==> src/rtl/axil_cmd_master.sv <==
// axil_cmd_master: AXI4-Lite initiator driven by a single-beat command port.
// Each accepted command becomes one AXI-Lite write or read; the slave's response
// (and read data) comes back on the response port. One transaction in flight.
//
// Handshake rule used on every port (cmd, rsp, aw, w, b, ar, r): a transfer
// happens on the rising clk edge where valid && ready are both high; a valid,
// once raised, stays high with a stable payload until that edge.
module axil_cmd_master #(
  parameter int         ADDR_W = 21,
  parameter int         DATA_W = 32,
  parameter logic [2:0] PROT   = 3'b000
) (
  input  logic                clk,
  input  logic                rst,
  // command port
  input  logic                cmd_valid,
  output logic                cmd_ready,
  input  logic                cmd_we,
  input  logic [ADDR_W-1:0]   cmd_addr,
  input  logic [DATA_W-1:0]   cmd_wdata,
  input  logic [DATA_W/8-1:0] cmd_wstrb,
  // response port
  output logic                rsp_valid,
  input  logic                rsp_ready,
  output logic                rsp_we,
  output logic [DATA_W-1:0]   rsp_rdata,
  output logic [1:0]          rsp_resp,
  // status
  output logic                busy,
  output logic [15:0]         err_count,
  output logic [2:0]          state_dbg,
  // AXI-Lite write address
  output logic                m_axil_awvalid,
  input  logic                m_axil_awready,
  output logic [ADDR_W-1:0]   m_axil_awaddr,
  output logic [2:0]          m_axil_awprot,
  // AXI-Lite write data
  output logic                m_axil_wvalid,
  input  logic                m_axil_wready,
  output logic [DATA_W-1:0]   m_axil_wdata,
  output logic [DATA_W/8-1:0] m_axil_wstrb,
  // AXI-Lite write response
  input  logic                m_axil_bvalid,
  output logic                m_axil_bready,
  input  logic [1:0]          m_axil_bresp,
  // AXI-Lite read address
  output logic                m_axil_arvalid,
  input  logic                m_axil_arready,
  output logic [ADDR_W-1:0]   m_axil_araddr,
  output logic [2:0]          m_axil_arprot,
  // AXI-Lite read data
  input  logic                m_axil_rvalid,
  output logic                m_axil_rready,
  input  logic [DATA_W-1:0]   m_axil_rdata,
  input  logic [1:0]          m_axil_rresp
);

  typedef enum logic [2:0] {
    S_IDLE    = 3'd0,
    S_WRITE   = 3'd1,
    S_WRITE_B = 3'd2,
    S_READ_A  = 3'd3,
    S_READ_D  = 3'd4,
    S_RESP    = 3'd5
  } state_t;

  state_t state, state_nxt;

  logic                cmd_rdy_q;
  logic                aw_done, w_done;
  logic                we_q;
  logic [ADDR_W-1:0]   addr_q;
  logic [DATA_W-1:0]   wdata_q;
  logic [DATA_W/8-1:0] wstrb_q;
  logic [DATA_W-1:0]   rdata_q;
  logic [1:0]          resp_q;
  logic [15:0]         err_cnt;

  logic cmd_fire, aw_fire, w_fire, b_fire, ar_fire, r_fire, rsp_fire;

  assign cmd_fire = cmd_valid && cmd_rdy_q;
  assign aw_fire  = m_axil_awvalid && m_axil_awready;
  assign w_fire   = m_axil_wvalid && m_axil_wready;
  assign b_fire   = m_axil_bvalid && m_axil_bready;
  assign ar_fire  = m_axil_arvalid && m_axil_arready;
  assign r_fire   = m_axil_rvalid && m_axil_rready;
  assign rsp_fire = rsp_valid && rsp_ready;

  // State register; reset aborts any transaction in flight.
  always_ff @(posedge clk or posedge rst) begin
    if (rst) state <= S_IDLE;
    else     state <= state_nxt;
  end

  // Next-state logic: each state waits indefinitely for its own handshake(s).
  always_comb begin
    state_nxt = state;
    case (state)
      S_IDLE:    if (cmd_fire) state_nxt = cmd_we ? S_WRITE : S_READ_A;
      S_WRITE:   if ((aw_done || aw_fire) && (w_done || w_fire)) state_nxt = S_WRITE_B;
      S_WRITE_B: if (b_fire) state_nxt = S_RESP;
      S_READ_A:  if (ar_fire) state_nxt = S_READ_D;
      S_READ_D:  if (r_fire) state_nxt = S_RESP;
      S_RESP:    if (rsp_fire) state_nxt = S_IDLE;
      default:   state_nxt = S_IDLE;
    endcase
  end

  // Channel valids/readies decoded from the current state and per-channel done flags.
  always_comb begin
    m_axil_awvalid = 1'b0;
    m_axil_wvalid  = 1'b0;
    m_axil_bready  = 1'b0;
    m_axil_arvalid = 1'b0;
    m_axil_rready  = 1'b0;
    rsp_valid      = 1'b0;
    case (state)
      S_WRITE: begin
        m_axil_awvalid = !aw_done;
        m_axil_wvalid  = !w_done;
      end
      S_WRITE_B: m_axil_bready  = 1'b1;
      S_READ_A:  m_axil_arvalid = 1'b1;
      S_READ_D:  m_axil_rready  = 1'b1;
      S_RESP:    rsp_valid      = 1'b1;
      default: ;
    endcase
  end

  // Command capture, channel completion flags, response capture, error counting.
  // cmd_ready is a flop so it only rises a clock after reset or after a response.
  always_ff @(posedge clk or posedge rst) begin
    if (rst) begin
      cmd_rdy_q <= 1'b0;
      aw_done   <= 1'b0;
      w_done    <= 1'b0;
      we_q      <= 1'b0;
      addr_q    <= '0;
      wdata_q   <= '0;
      wstrb_q   <= '0;
      rdata_q   <= '0;
      resp_q    <= 2'b00;
      err_cnt   <= 16'h0000;
    end else begin
      cmd_rdy_q <= (state_nxt == S_IDLE);
      if (cmd_fire) begin
        we_q    <= cmd_we;
        addr_q  <= cmd_addr;
        wdata_q <= cmd_wdata;
        wstrb_q <= cmd_wstrb;
        aw_done <= 1'b0;
        w_done  <= 1'b0;
      end else if (state == S_WRITE) begin
        if (aw_fire) aw_done <= 1'b1;
        if (w_fire)  w_done  <= 1'b1;
      end
      if (b_fire) begin
        rdata_q <= '0;
        resp_q  <= m_axil_bresp;
        if (m_axil_bresp != 2'b00 && err_cnt != 16'hFFFF) err_cnt <= err_cnt + 16'd1;
      end
      if (r_fire) begin
        rdata_q <= m_axil_rdata;
        resp_q  <= m_axil_rresp;
        if (m_axil_rresp != 2'b00 && err_cnt != 16'hFFFF) err_cnt <= err_cnt + 16'd1;
      end
    end
  end

  assign cmd_ready     = cmd_rdy_q;
  assign busy          = (state != S_IDLE);
  assign state_dbg     = state;
  assign err_count     = err_cnt;
  assign rsp_we        = we_q;
  assign rsp_rdata     = rdata_q;
  assign rsp_resp      = resp_q;
  assign m_axil_awaddr = addr_q;
  assign m_axil_araddr = addr_q;
  assign m_axil_wdata  = wdata_q;
  assign m_axil_wstrb  = wstrb_q;
  assign m_axil_awprot = PROT;
  assign m_axil_arprot = PROT;

endmodule

==> config.mk <==
export PLATFORM = sky130hd
export DESIGN_NAME = axil_cmd_master
export DESIGN_NICKNAME = d
export VERILOG_FILES = /design/src/rtl/axil_cmd_master.sv
export SDC_FILE = /design/constraint.sdc
export NUM_CORES = 1
export LEC_CHECK = 0
export CELL_PAD_IN_SITES_DETAIL_PLACEMENT = 1
export CELL_PAD_IN_SITES_GLOBAL_PLACEMENT = 1
export CORE_ASPECT_RATIO = 1.2
export CORE_MARGIN = 5
export CORE_UTILIZATION = 30
export CTS_CLUSTER_SIZE = 28
export DETAILED_ROUTE_END_ITERATION = 8
export PLACE_DENSITY_LB_ADDON = 0.1
export SLEW_MARGIN = 40
export SYNTH_ARGS = -nofsm -noshare
export SYNTH_HDL_FRONTEND = slang
export SYNTH_SLANG_ARGS = --single-unit
==> constraint.sdc <==
create_clock -name clk -period 4.8 [get_ports clk]
set_input_delay 0.96 -clock clk [delete_from_list [all_inputs] [get_ports clk]]
set_output_delay 0.96 -clock clk [all_outputs]
set_load 0.05 [all_outputs]
==> results of run 1 <==
[sequential cells by signal, indices dropped and copies added, names as in the netlist]
signal	flops
w_done	1
rsp_we	1
state_dbg	3
rsp_resp	2
err_count	16
m_axil_araddr	21
m_axil_wstrb	4
aw_done	1
rsp_rdata	32
m_axil_wdata	32
cmd_ready	1
[worst register-to-register path: cells and delay by family (launching register included)]
kind                   cells  cell delay [ns]
AO/OA/AOI/OAI              1             0.24
AND/OR/NAND/NOR            2             0.79
XOR/XNOR                   1             0.17
flip-flops                 1             0.49
buffers and inverters      1             0.40
[layer usage]
metal  vias up  GRT usage
met5         -          0
met4         0    0.05579
met3        20    0.07844
met2       168     0.2535
met1      1825     0.1855
li1       1672          -
[kinds of logic (layout without fill, tap and decap cells)]
family | count (synthesis) | after routing | share of synthesized area
AND/OR/NAND/NOR | 59 | 59 | 0.08627
XOR/XNOR | 15 | 15 | 0.02720
other | 1 | 6 | 0.0007765
buffers and inverters | 47 | 281 | 0.06528
multiplexers | 62 | 62 | 0.1438
flip-flops | 114 | 114 | 0.5907
AO/OA/AOI/OAI | 47 | 47 | 0.08342
adder cells (fa/ha/maj) | 1 | 1 | 0.002590
[per-stage QoR]
stage,total power (uW),util
2_1_floorplan,4323,-
3_3_place_gp,5523,0.4629
3_5_place_dp,5574,0.4639
4_1_cts,6907,0.5031
5_1_grt,7110,0.5031
6_report,6815,0.5031
[power breakdown]
part	leakage (uW)	total (uW)	internal, uW	switching (uW)
Combinational	0.00165	3850	1350	2500
Sequential	0.00142	1670	1390	279
Clock	0.000295	1300	868	427
[area by class of cell]
type                    instances  area (um^2)
well taps                     208        260.3
repair buffers                246         2452
inverters                       3        16.27
clock buffers                  23        488.0
multi-input cells             190         1703
fillers                      1588         7802
flip-flops and latches        114         2853
clock inverters                 9        127.6
[synth_stat cells, types with 2 or more instances]
master and n:
nand4_1 6, a21oi_1 5, mux2_2 59, mux2i_1 3, nor4_1 3, o21ai_0 2, buf_6 2, nor2_1 8
nand2_1 6, dfrtp_1 114, nand2b_1 3, buf_4 31, nor3_1 5, and4_1 3, nor3b_1 4, and3_1 4
xnor2_1 3, and4bb_2 2, xor2_1 12, buf_2 6, inv_1 3, nand3_1 4, a22o_1 32, buf_1 4
[worst paths after layout]
path                                     to  slack (ns)  cells past startpoint
max                          m_axil_awvalid        1.40                      3
min                           rsp_rdata[11]        0.50                      1
max reg2reg                   err_count[11]        2.63                      5
min reg2reg                   rsp_rdata[11]        0.50                      1
max in group asynchronous     rsp_rdata[25]        2.93                      3
min in group asynchronous  m_axil_wdata[28]        1.05                      2
==> impl_results.md, run 1 <==
- Via count: 3685
- Routability cong.: 0.7412
- CTS H-tree depth: 4
- R2R Path Start: state_dbg[1]
- First drt pass iteration count: 4
- Max Cap Violations: 0
- Inst Count DP: 761
- Top_reg_cell synth: dfrtp_1
- Pleak: 0.003366 uW
- Layout Cells excl Fill: 793
- WP data required: 3.84 ns
- CP startpoint kind: register
- Max VDD drop: 418.0 uV
- CP delay by family, top: buffers and inverters
- Postcts setup bufs: 0
- CTS buffer count: 17
- Gr usage total: 0.1585
- Final instance area: 7900 um^2
- Final WS setup: 1.399 ns
- Post-synthesis area per instance: 13.96 um^2
- HP Class: reg -> reg
- Root Buffer: clkbuf_16
- Met3 routed wirelength: 1467 um
- Clock Path Buffers: 2
- Sequential area share after synthesis: 0.5907
- Clock Sinks: 114
- Die width: 125.8 um
- Reg clk slew, reported paths: 0.05 ns
- Area grow syn2layout: 63.58%
- FMAX: 294.0 MHz
- Rel. slew slack: 0.5084
- Detailed Route WL: 14820 um
- Mapped Area: 4830 um^2
- Status: finished clean
- Port bufs: 242
- Full die area: 18750 um^2
- Setup TNS: 0 ns
- Final Skew: 0.01142 ns
- Final worst path period need: 3.401 ns
- Final setup viols: 0
- Final hold slack: 0.5001 ns
- Most frequent cells in the layout: 242 x clkdlybuf4s50_1, 114 x dfrtp_1, 59 x mux2_2
- # diodes: 0
- Vias per cell: 4.647
- First-pass GRT wire length: 23260 um
- Fraction of layout instances using a drive strength above 1: 0.1829
- Ys Warns: 0
- Hold_sp: rsp_rdata[11]
- Worst EP arrival: 2.44 ns
- Max stage delay on crit path: 0.84 ns
- Worst-margin pin slew: 0.7319 ns
- Fin. max-slew vios: 0
- Rows: 50
- Top Ports: 249
- Number of global-route vias before repair: 4037
- Core area: 15700 um^2
- Post-CTS sizing: 0
- Post-synth top area share: 0.5907
- DRC violations left: 0
- Pre-CTS setup slack: 1.802 ns
- Setup crit start: state_dbg[0]
- Crit Path Class: reg -> out
- Top Layer Used: met4
- Seq cells post-synth: 114
- Grt ovf: 0
- Initial Util: 0.3076
- Clk_lat worst skew: 0.41 ns
- Buf/Inv on CP: 1
- Synth async-reset ratio: 1.000
- DRT iter0 DRCs: 154
- EDFF count, synth: 0
- Commonest non-fill, non-tap cell in the layout: clkdlybuf4s50_1
- Placed instance area: 7284 um^2
- M1 WL: 6097 um
- Peak fanout along the critical path: 11
- # nets final: 676
- Pwr Density: 862.6 nW/um^2
- Wirelength per Cell: 18.69 um
- Synth area leader: dfrtp_1
- Post-DRT Antenna Nets: 0
- Area contributors post-synth: dfrtp_1 59%, mux2_2 14%, a22o_1 5.8%
- Mapped Cells: 346
- Initial antenna violation count: 0
- Netlist cell types: 46
- RSZ-0062 raised after global routing: false
- Crit path capture type: output port
- CTS tree: done
- Critical-path cell list: or3b_2 -> nor2_1 -> clkdlybuf4s50_1
- HPWL after detailed placement: 11020 um
- # hold bufs at CTS: 0
- Wire length on met2: 6977 um
- Pin count of the biggest net entering global routing: 69
- Final period utilization: 0.7086
- Chip Height: 149.0 um
- Slowest stage cell on the critical path: clkdlybuf4s50_1
- Hold Vio Cnt, Final: 0
Power figures use the tool's default switching activity.
==> run 2: changes to the inputs <==
Clock period 4.8 ns to 3.45 ns, I/O delays scaled along.
==> impl_results.md, run 2 (synthesis gave the netlist of run 1 again) <==
- Chip Height: 149.0 um (unchanged)
- DRT iter0 DRCs: 113 (was 154)
- CTS buffer count: 17 (unchanged)
- Most frequent cells in the layout: 242 x clkdlybuf4s50_1, 114 x dfrtp_1, 59 x mux2_2 (unchanged)
- RSZ-0062 raised after global routing: false (unchanged)
- Layout Cells excl Fill: 793 (unchanged)
- Slowest stage cell on the critical path: clkdlybuf4s50_1 (unchanged)
- Root Buffer: clkbuf_16 (unchanged)
- First drt pass iteration count: 4 (unchanged)
- FMAX: 317.4 MHz
- Gr usage total: 0.1616 (was 0.1585)
- Max VDD drop: 456.0 uV (was 418.0 uV)
- Area grow syn2layout: 62.80% (was 63.58%)
- Core area: 15700 um^2 (unchanged)
- HP Class: reg -> reg (unchanged)
- Post-CTS sizing: 0 (unchanged)
- Status: finished clean (unchanged)
- CP delay by family, top: buffers and inverters (unchanged)
- Final WS setup: 0.2990 ns (was 1.399 ns)
- WP data required: 2.76 ns (was 3.84 ns)
- Worst-margin pin slew: 0.5735 ns (was 0.7319 ns)
- Fin. max-slew vios: 0 (unchanged)
- Pin count of the biggest net entering global routing: 107 (was 69)
- Multi-input logic area: 1689 um^2 (was 1703 um^2)
- Rows: 50 (unchanged)
- Setup TNS: 0 ns (unchanged)
- Detailed Route WL: 14940 um (was 14820 um)
- Crit Path Class: reg -> out (unchanged)
- Final period utilization: 0.9133
- Postcts setup bufs: 0 (unchanged)
- Via count: 3658 (was 3685)
- Clock Path Buffers: 2 (unchanged)
- Final setup viols: 0 (unchanged)
- Max Cap Violations: 0 (unchanged)
- Rel. slew slack: 0.6165 (was 0.5084)
- Buf/Inv on CP: 1 (unchanged)
- Fin util: 0.5007 (was 0.5031)
- Crit path capture type: output port (unchanged)
- CTS H-tree depth: 4 (unchanged)
- Number of global-route vias before repair: 4152 (was 4037)
- # hold bufs at CTS: 0 (unchanged)
- FF+latch area: 2853 um^2 (unchanged)
- Initial antenna violation count: 2 (was 0)
- Initial Util: 0.3076 (unchanged)
- Post-DRT Antenna Nets: 0 (unchanged)
- DRC violations left: 0 (unchanged)
- First-pass GRT wire length: 23600 um (was 23260 um)
- Grt ovf: 0 (unchanged)
- Vias per cell: 4.613 (was 4.647)
- Pre-CTS setup slack: 0.7175 ns (was 1.802 ns)
- Fraction of layout instances using a drive strength above 1: 0.1750 (was 0.1829)
- HPWL after detailed placement: 11190 um (was 11020 um)
- Clock Sinks: 114 (unchanged)
- Final worst path period need: 3.151 ns
- Commonest non-fill, non-tap cell in the layout: clkdlybuf4s50_1 (unchanged)
- Final Skew: 0.01152 ns (was 0.01142 ns)
- Pleak: 0.003329 uW (was 0.003366 uW)
- Wirelength per Cell: 18.83 um (was 18.69 um)
- Top Ports: 249 (unchanged)
- Routability cong.: 0.7581 (was 0.7412)
- Port bufs: 242 (unchanged)
- # nets final: 676 (unchanged)
- CP startpoint kind: register (unchanged)
- Reg clk slew, reported paths: 0.05 ns (about the same)
- Pwr Density: 1194 nW/um^2 (was 862.6 nW/um^2)
- Max stage delay on crit path: 0.82 ns (was 0.84 ns)
- Die width: 125.8 um (unchanged)
- Clk_lat worst skew: 0.41 ns (about the same)
- Inst Count DP: 761 (unchanged)
- Peak fanout along the critical path: 11 (unchanged)
- Critical-path cell list: or3b_2 -> nor2_1 -> clkdlybuf4s50_1 (unchanged)
- Hold Vio Cnt, Final: 0 (unchanged)
- Fill count: 1590 (was 1588)
- CTS tree: done (unchanged)
- Worst EP arrival: 2.46 ns (was 2.44 ns)
- Full die area: 18750 um^2 (unchanged)
- Final hold slack: 0.5000 ns (was 0.5001 ns)
==> run 2: cell type report <==
| type | count | area share |
|---|---|---|
| diodes | 2 | 0.0006365 |
| clock buffers | 25 | 0.06174 |
| clock inverters | 5 | 0.009866 |
| inverters | 3 | 0.001910 |
| multi-input cells | 190 | 0.2148 |
| flip-flops and latches | 114 | 0.3628 |
| well taps | 208 | 0.03310 |
| repair buffers | 246 | 0.3151 |
==> run 2: where the power goes <==
part           internal [uW]  leakage, uW  total [uW]  switching [uW]
clock network           1110     0.000273        1690             580
registers               1930      0.00142        2330             397
logic                   1890      0.00164        5370            3480
==> run 2: worst reg2reg max path, stage by stage (launching register included) <==
cell	delay, ns
dfrtp_1	0.49
and4bb_2	0.70
a2bb2oi_4	0.23
nor2_1	0.23
mux2_2	0.35
==> run 2: path summary, 6_finish.rpt <==
| kind | from | end | slack (ns) | depth (start not counted) |
|---|---|---|---|---|
| setup reg to reg | state_dbg[1] | err_count[1] | 1.34 | 4 |
| min in group asynchronous | rst | rsp_rdata[20] | 0.57 | 2 |
| setup / recovery | state_dbg[0] | m_axil_awvalid | 0.30 | 3 |
| hold / removal | rsp_rdata[22] | rsp_rdata[22] | 0.50 | 1 |
| hold reg to reg | rsp_rdata[22] | rsp_rdata[22] | 0.50 | 1 |
| max in group asynchronous | rst | err_count[8] | 2.06 | 3 |
==> run 2: routing by layer <==
metal | routed length (um) | vias up | global-route usage | share of wire
met5 | 0 | - | 0 | 0
met4 | 342 | 0 | 0.07242 | 0.023
met3 | 1270 | 16 | 0.06913 | 0.085
met2 | 7397 | 164 | 0.2653 | 0.50
met1 | 5926 | 1812 | 0.1838 | 0.40
li1 | - | 1666 | - | -
==> run 2: through the flow <==
step                      area, um^2  total power (uW)
after global routing            7863              9803
after detailed placement        7295              7780
final                           7863              9391
after global placement          7295              7689
after floorplan                 4852              6015
after CTS                       7858              9516
==> run 3: changes to the inputs <==
Settings changed: CTS_CLUSTER_DIAMETER set to 200, TNS_END_PERCENT set to 50.
==> results of run 3 <==
Same layout as run 2: the final DEF is identical, and so are final timing and power.
